===== src/rtl/sipo_gather_if.sv =====
// Handshake bundle for sipo_gather: word-serial input side and block output side.
// slave is the gatherer's view; master is the source/consumer view.
interface sipo_gather_if #(
    parameter int IN_W  = 8,
    parameter int SET_N = 16,
    parameter int OUT_W = IN_W * SET_N,
    parameter int CNT_W = $clog2(SET_N + 1)
);
    logic             in_valid;
    logic             in_ready;
    logic [IN_W-1:0]  in_data;
    logic             in_last;
    logic             out_valid;
    logic             out_ready;
    logic [OUT_W-1:0] out_data;
    logic [CNT_W-1:0] out_count;

    modport master (
        output in_valid, in_data, in_last, out_ready,
        input  in_ready, out_valid, out_data, out_count
    );

    modport slave (
        input  in_valid, in_data, in_last, out_ready,
        output in_ready, out_valid, out_data, out_count
    );
endinterface


===== src/rtl/sipo_gather.sv =====
// Serial-in/parallel-out gatherer: packs up to SET_N words of IN_W bits into
// one block, closing early on in_last, and holds the block until accepted.
module sipo_gather #(
    parameter int IN_W         = 8,
    parameter int SET_N        = 16,
    parameter int OUT_W        = IN_W * SET_N,
    parameter int CNT_W        = $clog2(SET_N + 1),
    parameter bit FIRST_AT_MSB = 1'b0
) (
    input  logic           clk,
    input  logic           reset,
    input  logic           clear,
    sipo_gather_if.slave   bus
);

    logic [CNT_W-1:0] cnt_q, cnt_d;
    logic [OUT_W-1:0] acc_q, acc_d;
    logic             out_valid_q, out_valid_d;
    logic [OUT_W-1:0] out_data_q, out_data_d;
    logic [CNT_W-1:0] out_count_q, out_count_d;

    logic             last_in;
    logic             at_final_slot;
    logic             in_ready;
    logic             accept;
    logic             complete;
    logic             xfer;
    logic [OUT_W-1:0] acc_ins;

    // Bit offset of slot k within the block for the selected packing order.
    function automatic int unsigned slot_lsb(input int unsigned k);
        if (FIRST_AT_MSB)
            return (SET_N - 1 - k) * IN_W;
        else
            return k * IN_W;
    endfunction

    assign last_in       = bus.in_valid & bus.in_last;
    assign at_final_slot = (cnt_q == CNT_W'(SET_N - 1));
    // Only a word that would complete a block has to wait for the output register.
    assign in_ready      = ~out_valid_q | bus.out_ready | (~last_in & ~at_final_slot);
    assign accept        = bus.in_valid & in_ready;
    assign complete      = accept & (last_in | at_final_slot);
    assign xfer          = out_valid_q & bus.out_ready;

    assign bus.in_ready  = in_ready;
    assign bus.out_valid = out_valid_q;
    assign bus.out_data  = out_data_q;
    assign bus.out_count = out_count_q;

    // Accumulator with the incoming word merged into slot cnt.
    always_comb begin
        acc_ins = acc_q;
        for (int unsigned k = 0; k < SET_N; k++) begin
            if (cnt_q == CNT_W'(k))
                acc_ins[slot_lsb(k) +: IN_W] = bus.in_data;
        end
    end

    // Next-state: clear overrides; a completion in the same cycle as a transfer
    // reloads the output register so out_valid stays high.
    always_comb begin
        cnt_d       = cnt_q;
        acc_d       = acc_q;
        out_valid_d = out_valid_q;
        out_data_d  = out_data_q;
        out_count_d = out_count_q;
        if (clear) begin
            cnt_d       = '0;
            acc_d       = '0;
            out_valid_d = 1'b0;
        end else begin
            if (xfer)
                out_valid_d = 1'b0;
            if (complete) begin
                out_data_d  = acc_ins;
                out_count_d = cnt_q + 1'b1;
                out_valid_d = 1'b1;
                acc_d       = '0;
                cnt_d       = '0;
            end else if (accept) begin
                acc_d = acc_ins;
                cnt_d = cnt_q + 1'b1;
            end
        end
    end

    // State registers with asynchronous active-low reset.
    always_ff @(posedge clk or negedge reset) begin
        if (!reset) begin
            cnt_q       <= '0;
            acc_q       <= '0;
            out_valid_q <= 1'b0;
            out_data_q  <= '0;
            out_count_q <= '0;
        end else begin
            cnt_q       <= cnt_d;
            acc_q       <= acc_d;
            out_valid_q <= out_valid_d;
            out_data_q  <= out_data_d;
            out_count_q <= out_count_d;
        end
    end

endmodule

===== src/flat_wrapper.sv =====
// flat-port wrapper written by rule: the top's interface ports become plain ports
module sipo_gather_flat 
#(
    parameter int IN_W         = 8,
    parameter int SET_N        = 16,
    parameter int OUT_W        = IN_W * SET_N,
    parameter int CNT_W        = $clog2(SET_N + 1),
    parameter bit FIRST_AT_MSB = 1'b0
)
  (clk, reset, clear, bus_in_valid, bus_in_data, bus_in_last, bus_out_ready, bus_in_ready, bus_out_valid, bus_out_data, bus_out_count);
  sipo_gather_if #(.IN_W(IN_W), .SET_N(SET_N), .OUT_W(OUT_W), .CNT_W(CNT_W)) bus_i ();
  input  logic clk;
  input  logic reset;
  input  logic clear;
  input wire logic [$bits(bus_i.in_valid)-1:0] bus_in_valid;
  input wire logic [$bits(bus_i.in_data)-1:0] bus_in_data;
  input wire logic [$bits(bus_i.in_last)-1:0] bus_in_last;
  input wire logic [$bits(bus_i.out_ready)-1:0] bus_out_ready;
  output wire logic [$bits(bus_i.in_ready)-1:0] bus_in_ready;
  output wire logic [$bits(bus_i.out_valid)-1:0] bus_out_valid;
  output wire logic [$bits(bus_i.out_data)-1:0] bus_out_data;
  output wire logic [$bits(bus_i.out_count)-1:0] bus_out_count;
  assign bus_i.in_valid = bus_in_valid;
  assign bus_i.in_data = bus_in_data;
  assign bus_i.in_last = bus_in_last;
  assign bus_i.out_ready = bus_out_ready;
  assign bus_in_ready = bus_i.in_ready;
  assign bus_out_valid = bus_i.out_valid;
  assign bus_out_data = bus_i.out_data;
  assign bus_out_count = bus_i.out_count;
  sipo_gather #(.IN_W(IN_W), .SET_N(SET_N), .OUT_W(OUT_W), .CNT_W(CNT_W), .FIRST_AT_MSB(FIRST_AT_MSB)) u_core (.clk(clk), .reset(reset), .clear(clear), .bus(bus_i));
endmodule

===== config.mk =====
export PLATFORM = sky130hd
export DESIGN_NAME = sipo_gather_flat
export DESIGN_NICKNAME = d
export VERILOG_FILES = /design/src/rtl/sipo_gather_if.sv /design/src/rtl/sipo_gather.sv /design/src/flat_wrapper.sv
export SDC_FILE = /design/constraint.sdc
export NUM_CORES = 1
export LEC_CHECK = 0
export ABC_AREA = 1
export CORE_MARGIN = 2
export CORE_UTILIZATION = 55
export CTS_BUF_LIST = sky130_fd_sc_hd__clkbuf_2 sky130_fd_sc_hd__clkbuf_4 sky130_fd_sc_hd__clkbuf_8
export DETAILED_ROUTE_END_ITERATION = 16
export DONT_BUFFER_PORTS = 1
export GPL_ROUTABILITY_DRIVEN = 1
export GPL_TIMING_DRIVEN = 0
export PLACE_DENSITY = 0.78
export SLEW_MARGIN = 10
export SYNTH_ARGS = -nofsm -noshare
export SYNTH_HDL_FRONTEND = slang
export SYNTH_SLANG_ARGS = --single-unit

===== constraint.sdc =====
create_clock -name clk -period 2.92 [get_ports clk]
set_input_delay 0.438 -clock clk [delete_from_list [all_inputs] [get_ports clk]]
set_output_delay 0.438 -clock clk [all_outputs]
set_load 0.03 [all_outputs]

# == Word-level counts from Yosys, hierarchy flattened ==
# Index checks and enable logic that the tools add are counted.
# Widths: inputs -> output; s select.
# totals
regBits,267
input_bits,14
output_inout_bits,135
elab_cells,142
# classes
add_sub_neg,17
eq_ne,15
shift,32
mux,57
bitwise_logic,12
reduce_logical,4
# ops
operator,count
$mux 128,19
$bwmux 128,16
$shift 8x34->128 const A,16
$shiftx 8x34->128,16
$neg 32->34,16
$mux 32,16
$eq 5x4->1 const B,8
$eq 5x3->1 const B,4
$mux 5,3
$eq 5x2->1 const B,2
$reduce_bool 3->1,2
$add 5x1->5 const B,1
$and 1x1->1,5
$eq 5x1->1 const B,1
$logic_not 5->1,1
$not 1->1,4
$mux 1,3
$or 1x1->1,3
$reduce_and 2->1,1

# == Longest topological paths before layout ==
# depth
ltp_word,39
depth_mapped,14

# == Least setup slack after synthesis ==
# No wires, ideal clock.
# synth_path
kind,register -> register
startpoint,register u_core.cnt_q[0]
endpoint,register u_core.acc_q[57]
setup_ns,0.120
arrival_ns,2.077
required_ns,2.800
setup_slack_ns,0.723
stages_incl_launch_ff,14
path_buffers,3
period_less_slack_ns,2.197
cell_sequence,dfrtp_1 ha_1 inv_1 nor2_1 ha_1 buf_4 inv_4 nand2_2 nand2_1 nand2_2 buf_4 buf_6 nand2_1 a21oi_1
# synth_lines
element,line_no,source
"start, declared",sipo_gather.sv:16,"logic [CNT_W-1:0] cnt_q, cnt_d;"
"start signal, assigned",sipo_gather.sv:97,cnt_q <= cnt_d;
$eq 5x4->1 (*),sipo_gather.sv:39,assign at_final_slot = (cnt_q == CNT_W'(SET_N - 1));
$not 1->1 (*),sipo_gather.sv:41,assign in_ready = ~out_valid_q | bus.out_ready | (~last_in & ~at_final_slot);
$and 1x1->1 (*),sipo_gather.sv:41,
$or 1x1->1 (*),sipo_gather.sv:41,
named net bus_in_ready,flat_wrapper.sv:19,output wire logic [$bits(bus_i.in_ready)-1:0] bus_in_ready;
$and 1x1->1 (*),sipo_gather.sv:42,assign accept = bus.in_valid & in_ready;
$and 1x1->1,sipo_gather.sv:43,assign complete = accept & (last_in | at_final_slot);
$mux 128,sipo_gather.sv:75,if (complete) begin
$mux 128,sipo_gather.sv:68,if (clear) begin
"end signal, assigned",sipo_gather.sv:92,acc_q <= '0;
"end signal, assigned",sipo_gather.sv:98,acc_q <= acc_d;
"end, declared",sipo_gather.sv:17,"logic [OUT_W-1:0] acc_q, acc_d;"
# The timed path passes the listed nets; every way through them passes the cells marked *. The select of a mux whose other input is x is not followed.
# A chain may end at the register's enable or synchronous reset.

# == Worst setup path in the final report ==
# layout_path
startpoint,register u_core.cnt_q[0]
endpoint,register u_core.acc_q[117]
# The elaborated chain is that of the path after synthesis.

==> impl_metrics.yaml <==
status:
  outcome: "finished with violations"
  violations: "hold timing"
timing:
  slew_headroom_pct: 37.15
  final.period_utilization_pct: 94.09
  timing.fmax_mhz: 364.0
  finalHoldViolations: 267
  fin_setup_tns_ns: 0
  setup_slack_ns: 0.1726
  slew_viol_final: 0
  rsz0062_at_grt: "false"
  setup_viol: 0
  timing.final.crit_period_ns: 2.747
  worst_pin_slew_ns: 0.9427
  finalClockSkew_ns: 0.01299
  hold_ws_ns: -0.3977
final_layout:
  drive_gt1_share_pct: 9.563
  fin_nets: 1686
  diodes: 0
  ff_latch_area_um2: 6681
  multi_input_area_um2: 5022
  fill_cells: 1884
  design_area_um2: 13590
  area_delta_synth_final_pct: 10.14
critical_path:
  ff2ff_setup_slack_ns: 0.17
  worst_setup_path_start_kind: "flip-flop"
  r2r_end: "u_core.acc_q[117]"
  critPathCaptureType: "flip-flop"
  cp.arrival_ns: 3.19
  critPathKind: "flip-flop to flip-flop"
  rr_worst_depth: 13
  r2r_start: "u_core.cnt_q[0]"
  path_max_fanout: 10
  required_ns: 3.36
placed_design:
  place_area_um2: 12690
  gp_congestion: 0.8534
  numPortBuffers: 0
  post-place-ws_ns: 0.09197
  dp_hpwl_mm: 21.82
synthesis:
  synth.distinct_cells: 23
  seq_area_frac_synth_pct: 54.13
  synth_warnings: 0
  avgSynthCellArea_um2: 7.614
  netlist_area_um2: 12340
  synth_cells: 1621
  syn-num-nets: 1640
  synth.ff_latch_count: 267
power_and_ir_drop:
  p_leak_uw: 0.007069
  p_total_uw: 8167
  switching_share_pct: 27.91
  p_clk_share_pct: 40.5
  internal-power_uw: 5887
  power_frac_seq_pct: 53.0
  ir_worst_vdd_mv: 0.4265
  p_comb_share_pct: 6.5
  power_density_nw_per_um2: 600.8
  switching_power_uw: 2280
global_routing:
  grt_pass1_wl_mm: 53.59
  grt_max_degree: 268
  antenna_found_initial: 0
  grt_usage_pct: 28.13
  first_global_vias: 10280
  grt_overflow: 0
floorplanning:
  num_io_pins: 149
  start_util_pct: 56.21
  core_um2: 21960
  die_x_um: 153.8
  die_area_um2: 23660
  rows: 54
  fp.dieH_um: 153.8
detailed_routing:
  dr.pass1.iters: 5
  vias: 10920
  dr_wl_met3_mm: 3.129
  postRouteAntennaNets: 0
  wl_per_cell_um: 16.81
  drc: 0
  drt-initial-drc-count: 1250
  met1_length_mm: 14.06
  wl_mm: 33.19
  met2WireLength_mm: 14.95
  top_layer: "met4"
  via_per_inst: 5.530
cts:
  clkSlewWorstSetupHoldPaths_ns: 0.06
  holdBufCountCts: 1
  cts_setup_buffers: 0
  clk-insertion-delay-late_ns: 0.54
  cts_made_buffers: 43
  cts-root-buf: "clkbuf_8"
  htreeDepth: 2
  cts_buffer_depth: 3
  cts.sinks: 267
  cts_tree: "yes"
worst_hold_path:
  hold_path.class: "input pin to asynchronous set/reset pin"
run:
  maxCapViolCount: 0
## final cells by class
class,count,share of cell area (%)
Buffer,107,4.271
Clock inverter,4,0.1473
Clock buffer,68,6.378
Timing Repair Buffer,1,0.07363
Inverter,16,0.4602
Multi-Input combinational cell,1231,36.94
Tap cell,280,2.577
Sequential cell,267,49.15
## logic make-up after synthesis
| family | share of synthesized area [%] |
|---|---|
| simple gates | 34.47 |
| flops | 54.13 |
| compound gates | 5.626 |
| buf+inv | 5.200 |
| fa+ha+maj | 0.5068 |
| xor+xnor | 0.07097 |
## critical path, cell delays in order (launching register included)
cell and delay (ns):
dfrtp_1 0.48, ha_1 0.23, inv_1 0.08, nor2_1 0.12
ha_1 0.17, buf_4 0.17, inv_4 0.08, nand2_2 0.14
nand2_2 0.20, nand2_2 0.23, buf_4 0.28, buf_6 0.18
nand2_1 0.07, a21oi_1 0.22
## synthesized netlist by cell type
master	number	area, µm²
buf_2	51	255.2
nor2_1	7	26.28
nor2_2	6	37.54
dfrtp_1	267	6681
inv_4	1	6.260
nor2_4	2	22.52
o21ai_0	2	10.01
clkbuf_1	33	123.9
a21oi_1	133	665.6
nand2_1	972	3649
nand3_2	1	10.01
xor2_1	1	8.760
buf_4	14	105.1
nor3_1	1	5.000
buf_6	8	90.09
a21boi_4	1	18.77
clkbuf_2	1	5.000
inv_1	14	52.55
nand4_1	1	6.260
inv_2	1	3.750
ha_1	5	62.56
nand2_2	2	12.51
nand3_1	97	485.5
## registers in the layout, indices dropped and copies added (netlist names)
name                  flops
u_core.bus.out_count      5
u_core.bus.out_data     128
u_core.cnt_q              5
u_core.bus.out_valid      1
u_core.acc_q            128
## per-stage QoR
stage / hold WS (ns) / utilization [%] / cells
after CTS: -0.4214 / 61.89 / 1974
after floorplan: 0.1424 / - / 1621
after detailed placement: 0.1479 / 57.81 / 1901
after global routing: -0.4154 / 61.91 / 1974
after global placement: 0.1537 / 57.81 / 1901
final: -0.3977 / 61.91 / 1974
## power by group through the flow
| stage | combinational (µW) | clock [µW] | sequential, µW |
|---|---|---|---|
| final | 527 | 3310 | 4330 |
| after global routing | 590 | 3500 | 4350 |
| after CTS | 519 | 3350 | 4330 |
| after detailed placement | 515 | 0 | 4400 |
| after global placement | 503 | 0 | 4390 |
| after floorplan | 371 | 0 | 4350 |
## layout by cell type (no fill, tap or decap), types with 2 or more instances in the layout
cell	synthesis	final
dfrtp_1	267	267
nand3_1	97	97
clkinv_2	0	4
ha_1	5	5
clkbuf_1	33	32
nor2_2	6	6
nand2_1	972	971
nor2_1	7	7
clkbuf_8	0	57
a21oi_1	133	133
buf_4	14	14
clkbuf_4	0	11
clkbuf_2	1	2
inv_1	14	14
buf_6	8	8
nor2_4	2	2
buf_2	51	51
o21ai_0	2	2
nand2_2	2	3
## worst max-delay path by stage
| stage | from | endpoint | slack [ns] |
|---|---|---|---|
| after CTS | u_core.cnt_q[0] | u_core.acc_q[117] | 0.07 |
| after global routing | u_core.cnt_q[0] | u_core.bus.out_count[3] | 0.006 |
| after global placement | u_core.cnt_q[0] | u_core.acc_q[47] | 0.20 |
| after floorplan | u_core.cnt_q[0] | u_core.acc_q[57] | 0.72 |
| after detailed placement | u_core.cnt_q[0] | u_core.acc_q[117] | 0.09 |
| final | u_core.cnt_q[0] | u_core.acc_q[117] | 0.17 |
## layer usage
layer	GRT usage (%)	vias up
li1	-	5153
met1	39.96	5171
met2	42.92	507
met3	6.483	86
met4	9.746	0
met5	0	-
## timing repair
| action | in CTS | in global routing |
|---|---|---|
| endpoints found under the hold margin | 268 | 267 |
| setup endpoints to repair | 0 | 81 |
| gates resized for setup | 0 | 3 |
No activity file was read; power rests on OpenSTA's default activity.
